$ cat config.mk
export PLATFORM = sky130hd
export DESIGN_NAME = masked_decoder_pipe_flat
export DESIGN_NICKNAME = d
export VERILOG_FILES = /design/src/rtl/masked_decoder_pipe_if.sv /design/src/rtl/masked_decoder_pipe.sv /design/src/flat_wrapper.sv
export SDC_FILE = /design/constraint.sdc
export NUM_CORES = 1
export LEC_CHECK = 0
export BUFFER_PORTS_ARGS = -buffer_cell sky130_fd_sc_hd__clkbuf_2
export CORE_ASPECT_RATIO = 1.5
export CORE_MARGIN = 5
export CORE_UTILIZATION = 60
export CTS_BUF_LIST = sky130_fd_sc_hd__clkbuf_8
export DETAILED_ROUTE_END_ITERATION = 12
export HOLD_SLACK_MARGIN = 0.05
export PLACE_DENSITY = 0.89
export SETUP_SLACK_MARGIN = 0.02
export SYNTH_ARGS = -nofsm -noshare
export SYNTH_HDL_FRONTEND = slang
export SYNTH_SLANG_ARGS = --single-unit
export TNS_END_PERCENT = 5
$ cat constraint.sdc
create_clock -name clk -period 3.4 [get_ports clk]
set_clock_uncertainty 0.2 [all_clocks]
set_input_delay 0.17 -clock clk [delete_from_list [all_inputs] [get_ports clk]]
set_output_delay 0.17 -clock clk [all_outputs]
set_load 0.05 [all_outputs]
$ cat src/rtl/masked_decoder_pipe_if.sv
// masked_decoder_pipe_if: valid/ready bus for the masked decoder pipe.
// Input side: flush, in_valid/in_ready, in_mode, port_a, port_b, port_r.
// Output side: out_valid/out_ready, port_c, occupancy.
interface masked_decoder_pipe_if #(
  parameter int N = 3,
  parameter int W = 32
);
  logic           flush;
  logic           in_valid;
  logic           in_ready;
  logic [1:0]     in_mode;
  logic [N*W-1:0] port_a;
  logic [N*W-1:0] port_b;
  logic [(N-1)*W-1:0] port_r;
  logic           out_valid;
  logic           out_ready;
  logic [N*W-1:0] port_c;
  logic [1:0]     occupancy;
  modport master (
    output flush, in_valid, in_mode, port_a, port_b, port_r, out_ready,
    input  in_ready, out_valid, port_c, occupancy
  );
  modport slave (
    input  flush, in_valid, in_mode, port_a, port_b, port_r, out_ready,
    output in_ready, out_valid, port_c, occupancy
  );
endinterface

$ cat src/rtl/masked_decoder_pipe.sv
// masked_decoder_pipe: two-stage masked share decoder applying op(B) onto every share of a.
// clk/rst (async, active-low) plus bus (slave): S1 holds remasked b shares, a shares and
// mode; S2 holds result shares port_c and out_valid. occupancy = beats held (0..2).
module masked_decoder_pipe #(
  parameter int D = 2,
  parameter int N = D + 1,
  parameter int W = 32
) (
  input logic clk,
  input logic rst,
  masked_decoder_pipe_if.slave bus
);
  logic [N*W-1:0] bm, a1, c_d, cr;
  logic [1:0] mode1;
  logic s1_valid, ov, s2_free, adv, acc;
  logic [W-1:0] rl, bsum, k, ai;
  // last randomness share closes the zero-sum so remasking never changes b
  always_comb begin
    rl = '0;
    for (int i = 0; i < N - 1; i++) rl ^= bus.port_r[i*W +: W];
  end
  // recombination only ever reads the registered S1 shares
  always_comb begin
    bsum = '0;
    for (int i = 0; i < N; i++) bsum ^= bm[i*W +: W];
  end
  // only share 0 absorbs B for OR/XOR, keeping the result XOR-sharing intact
  always_comb begin
    c_d = '0;
    k = '0;
    ai = '0;
    for (int i = 0; i < N; i++) begin
      ai = a1[i*W +: W];
      k = (i == 0) ? bsum : '0;
      c_d[i*W +: W] = mode1[1] ? (mode1[0] ? ai ^ k : (ai & ~bsum) ^ k)
                               : ai & (mode1[0] ? ~bsum : bsum);
    end
  end
  assign s2_free = !ov || bus.out_ready;
  assign adv = s1_valid && s2_free;
  assign bus.in_ready = rst && (!s1_valid || s2_free) && !bus.flush;
  assign acc = bus.in_valid && bus.in_ready;
  assign bus.out_valid = ov;
  assign bus.port_c = cr;
  assign bus.occupancy = {1'b0, s1_valid} + {1'b0, ov};
  always_ff @(posedge clk or negedge rst) begin
    if (!rst) begin
      s1_valid <= 1'b0;
      ov <= 1'b0;
      cr <= '0;
      bm <= '0;
      a1 <= '0;
      mode1 <= '0;
    end else if (bus.flush) begin
      s1_valid <= 1'b0;
      ov <= 1'b0;
    end else begin
      if (adv) begin
        ov <= 1'b1;
        cr <= c_d;
      end else if (bus.out_ready) ov <= 1'b0;
      if (acc) begin
        bm <= bus.port_b ^ {rl, bus.port_r};
        a1 <= bus.port_a;
        mode1 <= bus.in_mode;
        s1_valid <= 1'b1;
      end else if (adv) s1_valid <= 1'b0;
    end
  end
endmodule

$ cat src/flat_wrapper.sv
// flat-port wrapper written by rule: the top's interface ports become plain ports
module masked_decoder_pipe_flat 
#(
  parameter int D = 2,
  parameter int N = D + 1,
  parameter int W = 32
)
  (clk, rst, bus_flush, bus_in_valid, bus_in_mode, bus_port_a, bus_port_b, bus_port_r, bus_out_ready, bus_in_ready, bus_out_valid, bus_port_c, bus_occupancy);
  masked_decoder_pipe_if #(.N(N), .W(W)) bus_i ();
  input logic clk;
  input logic rst;
  input wire logic [$bits(bus_i.flush)-1:0] bus_flush;
  input wire logic [$bits(bus_i.in_valid)-1:0] bus_in_valid;
  input wire logic [$bits(bus_i.in_mode)-1:0] bus_in_mode;
  input wire logic [$bits(bus_i.port_a)-1:0] bus_port_a;
  input wire logic [$bits(bus_i.port_b)-1:0] bus_port_b;
  input wire logic [$bits(bus_i.port_r)-1:0] bus_port_r;
  input wire logic [$bits(bus_i.out_ready)-1:0] bus_out_ready;
  output wire logic [$bits(bus_i.in_ready)-1:0] bus_in_ready;
  output wire logic [$bits(bus_i.out_valid)-1:0] bus_out_valid;
  output wire logic [$bits(bus_i.port_c)-1:0] bus_port_c;
  output wire logic [$bits(bus_i.occupancy)-1:0] bus_occupancy;
  assign bus_i.flush = bus_flush;
  assign bus_i.in_valid = bus_in_valid;
  assign bus_i.in_mode = bus_in_mode;
  assign bus_i.port_a = bus_port_a;
  assign bus_i.port_b = bus_port_b;
  assign bus_i.port_r = bus_port_r;
  assign bus_i.out_ready = bus_out_ready;
  assign bus_in_ready = bus_i.in_ready;
  assign bus_out_valid = bus_i.out_valid;
  assign bus_port_c = bus_i.port_c;
  assign bus_occupancy = bus_i.occupancy;
  masked_decoder_pipe #(.D(D), .N(N), .W(W)) u_core (.clk(clk), .rst(rst), .bus(bus_i));
endmodule
# ---- Word-level counts from Yosys, hierarchy flattened
# Cells that the tools add are included.
dict set report totals {
  input_bits 263
  ff_bits 292
  output_inout_bits 100
  word_cells 47
}
dict set report op_classes {
  n_mux 13
  n_addsub 1
  bitwise_logic 14
  n_reduce_logical 13
}
# operator n
set op_table {}
lappend op_table {{32-bit two-way mux} 7}
lappend op_table {{32-bit AND} 6}
lappend op_table {{32-bit bitwise XOR} 5}
lappend op_table {{96-bit bitwise XOR} 1}
lappend op_table {{32-bit NOT} 1}
lappend op_table {{1-bit two-way mux} 6}
lappend op_table {{3-bit nonzero test} 2}
lappend op_table {{1-bit logical AND} 4}
lappend op_table {{2-bit AND reduction} 2}
lappend op_table {{1-bit zero test} 3}
lappend op_table {{1-bit by 1-bit adder with 2-bit output} 1}
lappend op_table {{1-bit logical OR} 2}
lappend op_table {{1-bit NOT} 1}

# ---- Depth between registers and ports, before layout
# Gate-level depths: netlist of the first run.
dict set report depth {
  ltp_word 8
  mapped_depth 6
  ltp_nobuf 4
}

# ---- Worst setup path before layout of the first run
# Ideal clock, no wire load.
dict set report synth_path {
  path_type {register to register}
  start {register u_core.ov, in the netlist u_core.bus.out_valid}
  end {register u_core.a1[20]}
  arrival_ns 1.819
  path_buffers 2
  synth_period_minus_slack_ns 2.144
  path_slack_ns 1.256
  stages_incl_launch_ff 6
  setup_ns 0.125
  required_ns 3.075
  cell_sequence {dfrtp_1 -> nor2b_2 -> a211oi_4 -> buf_4 -> buf_4 -> mux2_2}
}
dict set report synth_via {
  elab_chain_cells 7
}
# item line_no
set synth_rtl {}
lappend synth_rtl {{start: declaration} masked_decoder_pipe.sv:15} ;# logic s1_valid, ov, s2_free, adv, acc;
lappend synth_rtl {{start signal: assignment} masked_decoder_pipe.sv:49} ;# ov <= 1'b0;
lappend synth_rtl {{start signal: assignment} masked_decoder_pipe.sv:56} ;# ov <= 1'b0;
lappend synth_rtl {{start signal: assignment} masked_decoder_pipe.sv:59} ;# ov <= 1'b1;
lappend synth_rtl {{1-bit zero test} masked_decoder_pipe.sv:39} ;# assign s2_free = !ov || bus.out_ready;
lappend synth_rtl {{1-bit logical OR} masked_decoder_pipe.sv:39}
lappend synth_rtl {{1-bit logical OR} masked_decoder_pipe.sv:41} ;# assign bus.in_ready = rst && (!s1_valid || s2_free) && !bus.flush;
lappend synth_rtl {{1-bit logical AND (2 in series)} masked_decoder_pipe.sv:41}
lappend synth_rtl {{1-bit logical AND} masked_decoder_pipe.sv:42} ;# assign acc = bus.in_valid && bus.in_ready;
lappend synth_rtl {{2-bit AND reduction (no source line)} -}
lappend synth_rtl {{end signal: assignment} masked_decoder_pipe.sv:64} ;# a1 <= bus.port_a;
lappend synth_rtl {{end: declaration} masked_decoder_pipe.sv:13} ;# logic [N*W-1:0] bm, a1, c_d, cr;
# No other way between the ends.
# A chain may end at the register's enable or synchronous reset.

# ---- Final worst setup path of the first run
dict set report layout_path {
  start {input port rst}
  end {register u_core.bm[50]}
}
dict set report layout_via {
  elab_chain_cells 4
}
# item line_no
set layout_rtl {}
lappend layout_rtl {{start: declaration} flat_wrapper.sv:11} ;# input logic rst;
lappend layout_rtl {{1-bit logical AND (2 in series)} masked_decoder_pipe.sv:41}
lappend layout_rtl {{1-bit logical AND} masked_decoder_pipe.sv:42}
lappend layout_rtl {{2-bit AND reduction (no source line)} -}
lappend layout_rtl {{end signal: assignment} masked_decoder_pipe.sv:63} ;# bm <= bus.port_b ^ {rl, bus.port_r};
lappend layout_rtl {{end: declaration} masked_decoder_pipe.sv:13}
# No other way between the ends.

==> results.cfg, run 1 <==
[sta]
hold_viol = 0
worst_slack_ns = 0.589
setup-tns-final_ns = 0
fmax_mhz = 356
rsz0062_at_grt = false
min_period_ns = 2.81
setup-violations-final = 0
fin_crit_sh_pct = 82.7
relSlewSlack_pct = 27.0
drv_slew = 0
worstMarginPinSlew_ns = 1.10

[clock_network]
clockBufferDepth = 3
clk_pin_slew_ns = 0.09
cts_root_buf = clkbuf_8
clk_latency_ns = 0.55
post-cts-setup-buffers = 0
cts.sinks = 292
cts_tree = built
htreeDepth = 2
cts_buffers = 44

[power_and_ir_drop]
power_density_nw_per_um2 = 735
p_seq_share_pct = 35.7
finalPower_w = 0.0149
p_comb_share_pct = 44.2
swShare_pct = 44.1
ir_drop_uv = 702
p_switching_w = 0.00655
intPower_w = 0.00830
power.leakage_nw = 9.49
clkPwrFrac_pct = 20.1

[global_routing]
grt_pass1_wl_um = 83700
grt_max_degree = 163
antenna_found_initial = 8
gr-usage-all-layers_pct = 40.9
grt_pass1_vias = 14893
grt-ovfl-total = 0

[final_layout]
register_area_sq_um = 7310
layout.cells.non_filler = 2268
nets = 2180
syn_to_final_growth_pct = 41.1
multiInputGateArea_sq_um = 6680
drive_above_1_share_pct = 31.0
fillers = 1024

[yosys]
avgSynthCellArea_sq_um = 11.2
yosys_register_bits = 292
netlist_area_sq_um = 14300
synth_fp_nets = 1538
ys_types = 24
ys_seq_area_share_pct = 51.0
syn_inst = 1274
yosysWarnings = 0

[hold_path]
holdPathStages = 5
worstHoldPathType = in -> reg

[route]
drt-initial-drc-count = 1376
drtAntennaViolNets = 0
first_pass_iters = 8
drc_errors = 0
vias = 13595
totalWireLength_um = 56300
wire_per_inst_um = 24.8
vias_per_cell = 5.99

[worst_setup_path]
crit_type = in -> reg
rr_worst_depth = 5
crit_path_end_kind = register
cp.required_ns = 3.60
cp.arrival_ns = 3.01
crit_path_start_kind = input pin
crit_fanout = 107

[place]
dp_slack_ns = 1.06
dpl.hpwl_um = 26300
io_buffers = 362
dp_cells = 1893
routabilityCongestion = 0.881

[floorplanning]
pin_count = 363
die_y_um = 199
die_x_um = 136
design.core.area_sq_um = 23700
start_util_pct = 60.6
rows = 69
dieArea_sq_um = 27100

[job]
maxCapViolations = 0

[run_status]
status = finished, final reports clean
## final timing paths
path,startpoint,end,slack (ns)
hold reg to reg,u_core.bus.port_c[61],u_core.bus.port_c[61],0.28
hold / removal,bus_in_valid,u_core.bm[41],0.17
max in group asynchronous,rst,u_core.a1[27],1.38
setup reg to reg,u_core.bus.out_valid,u_core.bus.port_c[68],0.83
min in group asynchronous,rst,u_core.bus.port_c[71],0.56
setup / recovery,rst,u_core.bm[50],0.59
## power groups by stage
stage	combinational, W	clock [W]	sequential, W
after floorplan	0.00262	0	0.00660
after global placement	0.00550	0	0.00510
after detailed placement	0.00571	0	0.00516
after CTS	0.00616	0.00287	0.00512
after global routing	0.00688	0.00312	0.00535
final	0.00656	0.00299	0.00530
## worst max-delay path, stage by stage
cell and delay, ns:
dlygate4sd3_1 0.52, dlygate4sd3_1 0.59, buf_8 0.16, nand2b_1 0.14, a211oi_4 0.40, buf_12 0.43, nor2_1 0.12, a21oi_1 0.39
## state kept, by name (all words and copies together), names as in the netlist
signal                flops
u_core.s1_valid           1
u_core.mode1              2
u_core.bm                96
u_core.bus.out_valid      1
u_core.bus.port_c        96
u_core.a1                96
## timing repair
| item | 4_1_cts | 5_1_grt |
|---|---|---|
| hold endpoints to repair | 405 | 0 |
| gates resized for setup | 0 | 0 |
| hold buffers | 296 | 0 |
## layout by cell type (no fill, tap or decap), types with 2 or more instances in the layout
| master | n |
|---|---|
| nor2_1 | 99 |
| xor2_1 | 32 |
| dfrtp_4 | 2 |
| clkbuf_2 | 361 |
| o21ai_0 | 65 |
| xnor3_1 | 32 |
| nand2b_1 | 32 |
| diode_2 | 5 |
| dfrtp_1 | 290 |
| clkbuf_8 | 58 |
| o31ai_1 | 31 |
| xnor2_1 | 128 |
| clkinv_2 | 4 |
| mux2i_1 | 31 |
| buf_12 | 5 |
| inv_1 | 13 |
| buf_4 | 4 |
| a21oi_1 | 96 |
| dlygate4sd3_1 | 295 |
| mux2_2 | 162 |
| nand2_1 | 194 |
## Yosys cell counts (all sizes together)
| master | number | area share (%) |
|---|---|---|
| a21oi | 96 | 3.4 |
| xnor2 | 128 | 7.8 |
| a211oi | 1 | 0.14 |
| xnor3 | 32 | 5.0 |
| o21bai | 1 | 0.052 |
| o21ai | 65 | 2.3 |
| inv | 1 | 0.026 |
| clkbuf | 34 | 0.89 |
| or3b | 1 | 0.061 |
| nand2b | 32 | 1.4 |
| xor2 | 32 | 2.0 |
| nor2b | 2 | 0.10 |
| nor2 | 99 | 2.6 |
| buf | 37 | 1.5 |
| nor3b | 1 | 0.052 |
| mux2 | 162 | 13 |
| mux2i | 31 | 2.2 |
| dfrtp | 292 | 51 |
| ha | 1 | 0.087 |
| o221ai | 1 | 0.061 |
| o31ai | 31 | 1.6 |
| nand2 | 194 | 5.1 |
## cell type report
cell class / instances / area share [%]
diodes: 5 / 0.0619
clock buffers: 58 / 3.95
clock inverters: 16 / 0.322
inverters: 1 / 0.0186
multi-input cells: 910 / 33.1
flip-flops and latches: 292 / 36.2
well taps: 319 / 1.98
repair buffers: 667 / 24.4
## routing by layer
layer | track usage [%] | vias up | share of wire (%)
li1 | - | 5570 | -
met5 | 0 | - | 0.087
met1 | 42.5 | 6532 | 32
met2 | 67.4 | 1046 | 49
met4 | 32.5 | 10 | 9.3
met3 | 13.6 | 437 | 9.4
## per-stage QoR
stage / hold slack, ns / utilization, % / area, sq um
floorplan: -0.326 / - / 14300
global placement: -0.106 / 69.1 / 16400
detailed placement: -0.0978 / 69.1 / 16400
CTS: 0.128 / 85.4 / 20200
global route: 0.195 / 85.4 / 20200
finish: 0.168 / 85.4 / 20200
## cells by family (layout without fill, tap and decap cells)
logic type	after synthesis	count (layout)	synth area share, %
and+or+nand+nor	329	329	9.29
DFF	292	292	51.0
muxes	193	193	14.9
AOI/OAI and AO/OA	195	195	7.50
other	0	5	0
buffers and inverters	72	742	2.38
adders and majority gates	1	1	0.0873
xor gates and xnor gates	192	192	14.8
No activity file was read; power rests on OpenSTA's default activity.
==> run 2: changes to the inputs <==
--- a/config.mk
+++ b/config.mk
@@ -8,11 +8,11 @@
 export BUFFER_PORTS_ARGS = -buffer_cell sky130_fd_sc_hd__clkbuf_2
 export CORE_ASPECT_RATIO = 1.5
 export CORE_MARGIN = 5
-export CORE_UTILIZATION = 60
+export CORE_UTILIZATION = 55
 export CTS_BUF_LIST = sky130_fd_sc_hd__clkbuf_8
 export DETAILED_ROUTE_END_ITERATION = 12
 export HOLD_SLACK_MARGIN = 0.05
-export PLACE_DENSITY = 0.89
+export PLACE_DENSITY = 0.82
 export SETUP_SLACK_MARGIN = 0.02
 export SYNTH_ARGS = -nofsm -noshare
 export SYNTH_HDL_FRONTEND = slang
==> constraint.sdc (replaced) <==
create_clock -name clk -period 2.82 [get_ports clk]
set_clock_uncertainty 0.2 [all_clocks]
set_input_delay 0.141 -clock clk [delete_from_list [all_inputs] [get_ports clk]]
set_output_delay 0.141 -clock clk [all_outputs]
set_load 0.05 [all_outputs]
==> run 2 against run 1 <==
  * Core utilization shrank 5.6 points
  * Register-to-register slack lost 0.64 ns
  * Sequential share of layout area shrank 0.65 points
  * Worst hold slack lost 0.13 ns
  * Non-clock buffer count grew 31
  * Combinational power grew 20%
  * Global-route usage shrank 6.0 points
  * Wire length shrank 8.1%
  * Setup slack lost 0.40 ns
  * Clock-buffer cell count shrank 1
  * Final cell count grew 2.1%
  * Critical path type is now reg -> reg
  * Largest cell class unchanged
  * Largest power group unchanged
==> results.cfg, run 2 (synthesized netlist as in run 1, its figures left out) <==
[run_status]
status = finished, final reports clean

[power_and_ir_drop]
power.leakage_nw = 9.63
p_seq_share_pct = 35.4
p_switching_w = 0.00760
ir_drop_uv = 613
finalPower_w = 0.0178
p_comb_share_pct = 44.2
swShare_pct = 42.7
power_density_nw_per_um2 = 865
clkPwrFrac_pct = 20.5
intPower_w = 0.0102

[route]
totalWireLength_um = 51800
drt-initial-drc-count = 982
vias = 13015
vias_per_cell = 5.62
drtAntennaViolNets = 0
wire_per_inst_um = 22.3
drc_errors = 0
first_pass_iters = 5

[floorplanning]
die_y_um = 208
pin_count = 363
start_util_pct = 55.6
die_x_um = 142
rows = 72
dieArea_sq_um = 29400
design.core.area_sq_um = 25800

[hold_path]
worstHoldPathType = in -> reg

[global_routing]
grt_pass1_wl_um = 80400
gr-usage-all-layers_pct = 35.0
antenna_found_initial = 5
grtUsageMet1_pct = 38.5
grt-busiest-layer = met2
grt-ovfl-total = 0
grt_pass1_vias = 14708
grt_max_degree = 160
grt_use_met2_pct = 57.5
met3_usage_pct = 8.57

[sta]
hold_viol = 0
drv_slew = 0
setup-tns-final_ns = 0
rsz0062_at_grt = false
worstMarginPinSlew_ns = 0.898
relSlewSlack_pct = 40.1
setup-violations-final = 0
fin_crit_sh_pct = 93.1
min_period_ns = 2.63
fmax_mhz = 381

[final_layout]
nets = 2212
layout_common_cells = clkbuf_2 (361), dlygate4sd3_1 (320), dfrtp_1 (290)
layout_commonest_cell = clkbuf_2
drive_above_1_share_pct = 30.8
syn_to_final_growth_pct = 43.6
post-route-util_pct = 79.9

[worst_setup_path]
crit_path_end_kind = register
regToRegEndpoint = u_core.bm[24]
crit_fanout = 55
worstSetupEndpoint = u_core.bm[24]
crit_type = reg -> reg
ff2ff_setup_slack_ns = 0.19
cp.required_ns = 3.09
crit_start = u_core.bus.out_valid
r2r-start = u_core.bus.out_valid
rr_worst_depth = 6
cp.arrival_ns = 2.90
crit_path_start_kind = register

[clock_network]
cts_buffers = 45
htreeDepth = 2
clockBufferDepth = 3
clk_pin_slew_ns = 0.07
postCtsResizedCells = 0
clk_latency_ns = 0.58
cts_tree = built
cts.sinks = 292
ctsHoldBuffers = 320
cts_root_buf = clkbuf_8
post-cts-setup-buffers = 0

[place]
io_buffers = 362
routabilityCongestion = 0.880
dpl.hpwl_um = 26000

[job]
maxCapViolations = 0
==> run 2: cell type report <==
type	instances	area (sq um)
Sequential cell	292	7310
Clock buffer	57	785
Clock inverter	19	114
Tap cell	333	417
Fill cell	1314	5190
Antenna cell	6	15.0
Multi-Input combinational cell	910	6680
Inverter	1	3.75
Timing Repair Buffer	698	5250
==> run 2: layer usage <==
layer	vias up	routed length, um
met5	-	0
met4	0	4370
met3	293	3460
met2	733	25900
met1	6355	18100
li1	5634	-
==> run 2: power groups by stage <==
| stage | Clock [W] | Sequential [W] | Combinational, W |
|---|---|---|---|
| floorplan | 0 | 0.00795 | 0.00316 |
| global placement | 0 | 0.00616 | 0.00673 |
| detailed placement | 0 | 0.00621 | 0.00691 |
| CTS | 0.00362 | 0.00615 | 0.00751 |
| global route | 0.00387 | 0.00639 | 0.00832 |
| finish | 0.00364 | 0.00630 | 0.00786 |
==> run 2: worst max-delay path, stage by stage, from the launching register on <==
cell,delay (ns)
dfrtp_1,0.41
nor2b_2,0.23
a211oi_4,0.38
buf_12,0.27
buf_12,0.27
a21oi_1,0.12
dlygate4sd3_1,0.59
==> run 2: how the worst min path moves through the flow <==
stage / from / end / cells after the start
after floorplan: rst / u_core.a1[0] / 0
after global placement: rst / u_core.bm[6] / 2
after detailed placement: rst / u_core.bm[2] / 2
after CTS: bus_in_valid / u_core.bm[3] / 5
after global routing: bus_port_a[50] / u_core.a1[50] / 3
final: bus_in_valid / u_core.bm[32] / 5
==> run 2: metrics by stage <==
step | cells | setup WS, ns | cell area, sq um | hold slack [ns]
3_5_place_dp | 1914 | 0.583 | 16500 | 0.0242
2_1_floorplan | 1274 | 0.676 | 14300 | -0.355
6_report | 2316 | 0.194 | 20600 | 0.0425
3_3_place_gp | 1914 | 0.646 | 16500 | 0.0161
5_1_grt | 2315 | 0.127 | 20600 | 0.116
4_1_cts | 2310 | 0.322 | 20600 | 0.0893
